File: src/rtl/flash_read_arbiter.sv
// Two-port round-robin arbiter for a single NOR flash read port.
// Ports: CLK/RST; REQ/ADDR/ACK/RDATA per requester; BUSY; flash pins.
module flash_read_arbiter #(
  parameter int WAIT_CYCLES = 11
) (
  input  logic        CLK,
  input  logic        RST,
  input  logic        REQ_A,
  input  logic [22:0] ADDR_A,
  output logic        ACK_A,
  output logic [15:0] RDATA_A,
  input  logic        REQ_B,
  input  logic [22:0] ADDR_B,
  output logic        ACK_B,
  output logic [15:0] RDATA_B,
  output logic        BUSY,
  input  logic [15:0] DATA,
  output logic [22:0] ADDR,
  output logic        CE,
  output logic        OE,
  output logic        WE,
  output logic        RP,
  output logic        MTCE
);

  typedef enum logic [1:0] {
    IDLE,
    ACCESS,
    RECOVER
  } state_t;

  localparam logic [7:0] LAST = 8'(WAIT_CYCLES - 1);

  state_t     state;
  state_t     state_nx;
  logic [7:0] cnt;
  logic       win_b;
  logic       last_b;
  logic       grant;
  logic       grant_b;
  logic       done;

  always_comb begin
    state_nx = state;
    grant    = 1'b0;
    grant_b  = 1'b0;
    done     = 1'b0;
    unique case (state)
      IDLE: begin
        if (REQ_A || REQ_B) begin
          grant    = 1'b1;
          // on a tie, B only wins if A was granted last
          grant_b  = REQ_B && (!REQ_A || !last_b);
          state_nx = ACCESS;
        end
      end
      ACCESS: begin
        if (cnt == LAST) begin
          done     = 1'b1;
          state_nx = RECOVER;
        end
      end
      RECOVER: state_nx = IDLE;
      default: state_nx = IDLE;
    endcase
  end

  always_ff @(posedge CLK) begin
    if (RST) begin
      state   <= IDLE;
      cnt     <= 8'd0;
      win_b   <= 1'b0;
      last_b  <= 1'b1;
      ADDR    <= 23'd0;
      ACK_A   <= 1'b0;
      ACK_B   <= 1'b0;
      RDATA_A <= 16'h0000;
      RDATA_B <= 16'h0000;
    end else begin
      state <= state_nx;
      ACK_A <= done && !win_b;
      ACK_B <= done && win_b;
      if (grant) begin
        ADDR  <= grant_b ? ADDR_B : ADDR_A;
        win_b <= grant_b;
        cnt   <= 8'd0;
      end else if (state == ACCESS) begin
        cnt <= cnt + 8'd1;
      end
      if (done) begin
        last_b <= win_b;
        if (win_b) RDATA_B <= DATA;
        else       RDATA_A <= DATA;
      end
    end
  end

  // flash is selected only while an access is running
  assign CE   = (state != ACCESS);
  assign OE   = (state != ACCESS);
  assign BUSY = (state != IDLE);
  assign WE   = 1'b1;
  assign RP   = 1'b1;
  assign MTCE = 1'b1;

endmodule

File: config.mk
export PLATFORM = sky130hd
export DESIGN_NAME = flash_read_arbiter
export DESIGN_NICKNAME = d
export VERILOG_FILES = /design/src/rtl/flash_read_arbiter.sv
export SDC_FILE = /design/constraint.sdc
export NUM_CORES = 1
export LEC_CHECK = 0
export ABC_AREA = 0
export BUFFER_PORTS_ARGS = -buffer_cell sky130_fd_sc_hd__buf_2
export CAP_MARGIN = 20
export CORE_ASPECT_RATIO = 0.5
export CORE_UTILIZATION = 42
export CTS_CLUSTER_DIAMETER = 50
export DETAILED_ROUTE_END_ITERATION = 6
export GPL_TIMING_DRIVEN = 0
export PLACE_DENSITY = 0.76
export SLEW_MARGIN = 20
export SYNTH_ARGS = -nofsm -noshare
export SYNTH_HDL_FRONTEND = slang
export SYNTH_SLANG_ARGS = --single-unit
File: constraint.sdc
create_clock -name CLK -period 2 [get_ports CLK]
set_clock_uncertainty 0.05 [all_clocks]
set_input_delay 0.5 -clock CLK [delete_from_list [all_inputs] [get_ports CLK]]
set_output_delay 0.5 -clock CLK [all_outputs]
set_load 0.01 [all_outputs]
==> results.json <==
{
  "status": "finished with violations",
  "violations": "negative setup slack",
  "rows": 20,
  "layout-drive-gt1-share_pct": 42.54,
  "final_cell_mix": "buf_2, dfxtp_1, nor3_1",
  "setup_ws_ns": -0.004913,
  "path_clk_slew_ns": 0.06,
  "synth-edff-count": 0,
  "dp_hpwl_um": 5560,
  "finalPower_w": 0.003602,
  "cts_sinks": 69,
  "grt_pass1_vias": 2688,
  "min_period_ns": 2.005,
  "die_w_um": 118.1,
  "track_usage_pct": 24.13,
  "async_flop_share_pct": 0,
  "synth-simple-area-share_pct": 17.85,
  "cap_violations": 0,
  "max_stage_delay_ns": 0.49,
  "crit_chain": "inv_4 -> ha_4 -> or4b_4 -> or4_4 -> clkbuf_16 -> a2bb2oi_2",
  "drt-total-wl_um": 8320,
  "dp_worst_setup_slack_ns": -0.3839,
  "synthFlopType": "dfxtp_1",
  "place_congestion": 0.8126,
  "cts_buffer_depth": 2,
  "worstSkewPairLatency_ns": 0.32,
  "synthMuxAreaShare_pct": 0.7070,
  "netlist_area_um2": 2831,
  "route.detailed.drc": 0,
  "syn_avg_cell_area_um2": 9.345,
  "drv_slew": 0,
  "power_leakage_nw": 1.824,
  "die-area_um2": 7094,
  "crit_type": "flip-flop to flip-flop",
  "tritoncts": "done",
  "firstDrtPassIters": 4,
  "setup_viol": 1,
  "yosys_register_bits": 69,
  "max_slew_margin_pct": 57.86,
  "cpLargestDelayFamily": "simple AND/OR/NAND/NOR gates",
  "antenna_found_initial": 0,
  "cts_root_buffer": "clkbuf_16",
  "synth_warnings": 0,
  "drt_iter0_markers": 207,
  "cp_slowest_cell": "or4_4",
  "cp_num_buf_inv": 2,
  "area_growth_syn_to_layout_pct": 46.58,
  "nets": 519,
  "cp.arrival_ns": 2.14,
  "cp_max_fo": 5,
  "antenna_left": 0,
  "initial_core_util_pct": 45.08,
  "vias": 2973,
  "ys_types": 44,
  "syn_inst": 303,
  "layout.cells.most_common": "buf_2",
  "end_kind": "flip-flop",
  "synth_compound_area_share_pct": 25.28,
  "io_pins": 129,
  "worst_slew_pin_slew_ns": 0.6322,
  "rsz0062_at_grt": "true",
  "cts_made_buffers": 9,
  "wire_per_inst_um": 15.29,
  "hold_path_class": "input pin to flip-flop",
  "hold_viol_final": 0,
  "cp.required_ns": 2.14,
  "period_share_pct": 100.2,
  "startpoint_type": "flip-flop",
  "vdd_drop_max_v": 0.0005429,
  "synth_fa_ha_area_share_pct": 0.8838,
  "vias_per_cell": 5.465,
  "grt_first_pass_wirelength_um": 13220,
  "grt_start_max_net_pins": 13,
  "clock.fmax_ghz": 0.4988,
  "ys_seq_area_share_pct": 48.78,
  "antenna_cells": 0,
  "synthXorXnorAreaFrac_pct": 0.3093,
  "holdBufCountCts": 0,
  "dpl_cell_area_um2": 3575,
  "overflow": 0,
  "die_h_um": 60.06,
  "postLayoutCellArea_um2": 4150,
  "htreeDepth": 3,
  "core_area_um2": 6281,
  "synth_top_family_by_area": "compound AO/OA/AOI/OAI gates",
  "power_density_nw_per_um2": 868.0,
  "portBuffers": 125
}
-- area by class of cell --
type,count,area (µm²)
fill,526,2131
multi-input combinational,200,1409
sequential,69,1391
timing repair buffer,137,733.2
clock buffer,10,239.0
buffer,27,140.1
tap,88,110.1
clock inverter,6,86.33
inverter,7,41.29
-- final timing paths --
kind	cells past startpoint	slack, ns	startpoint	to
hold reg to reg	2	0.40	RDATA_A[14]	RDATA_A[14]
setup reg to reg	6	-0.005	cnt[0]	RDATA_A[9]
hold / removal	2	0.36	DATA[1]	RDATA_B[1]
setup / recovery	6	-0.005	cnt[0]	RDATA_A[9]
-- registers in the layout, indices dropped and copies added (netlist names) --
signal   cells
ADDR        23
RDATA_A     16
RDATA_B     16
cnt          8
state        2
ACK_A        1
ACK_B        1
last_b       1
win_b        1
-- per-stage QoR --
| step | hold WS, ns | cells | setup TNS, ns | util, % |
|---|---|---|---|---|
| 2_1_floorplan | 0.3918 | 305 | 0 | - |
| 3_3_place_gp | 0.3863 | 518 | -9.749 | 56.91 |
| 3_5_place_dp | 0.3920 | 518 | -10.94 | 56.91 |
| 4_1_cts | 0.3426 | 540 | 0 | 63.45 |
| 5_1_grt | 0.3544 | 544 | -0.2385 | 66.08 |
| 6_report | 0.3577 | 544 | -0.004913 | 66.08 |
-- report_power, final --
| group | total [W] | internal (W) | switching (W) |
|---|---|---|---|
| Clock | 0.00169 | 0.00112 | 0.000573 |
| Sequential | 0.00146 | 0.00143 | 0.0000333 |
| Combinational | 0.000444 | 0.000195 | 0.000249 |
| Total | 0.00360 | 0.00275 | 0.000855 |
-- what timing repair did --
| action | 4_1_cts | 5_1_grt |
|---|---|---|
| setup buffers | 7 | 4 |
| gates cloned | 0 | 1 |
| resized for setup | 16 | 29 |
| endpoints found under the setup margin | 54 | 47 |
| pin swaps | 3 | 2 |
-- synthesized netlist by cell type, types with 2 or more instances --
cell	count	area, µm²
nor2_1	6	22.52
dfxtp_1	69	1381
buf_4	4	30.03
clkinv_1	2	7.510
a2111oi_0	23	201.4
mux2i_1	2	20.02
o31ai_1	2	15.01
buf_2	2	10.01
inv_1	5	18.77
a2bb2oi_1	15	131.4
or3_1	2	12.51
a22o_1	16	140.1
or4_1	2	15.01
nand4_1	3	18.77
nand2_1	21	78.83
clkbuf_1	21	78.83
nand3_1	3	15.01
nor3_1	46	230.2
a21oi_1	30	150.1
ha_1	2	25.02
o21ai_0	4	20.02
-- cells by family (layout without fill, tap and decap cells) --
logic type	Yosys count	count (layout)
other cells	1	3
buf+inv	36	187
mux	2	2
compound gates	97	97
fa+ha+maj	2	2
flops	69	69
simple gates	95	95
xor+xnor	1	1
-- routing by layer --
metal  track usage [%]  share of wire, %  vias to the layer above
li1                  -                 -                     1449
met1             30.49                44                     1404
met2             39.33                47                      114
met3             8.397               7.8                        6
met4             7.692              0.73                        0
met5                 0                 0                        -
Note: power is estimated with default switching activity, not from simulation.
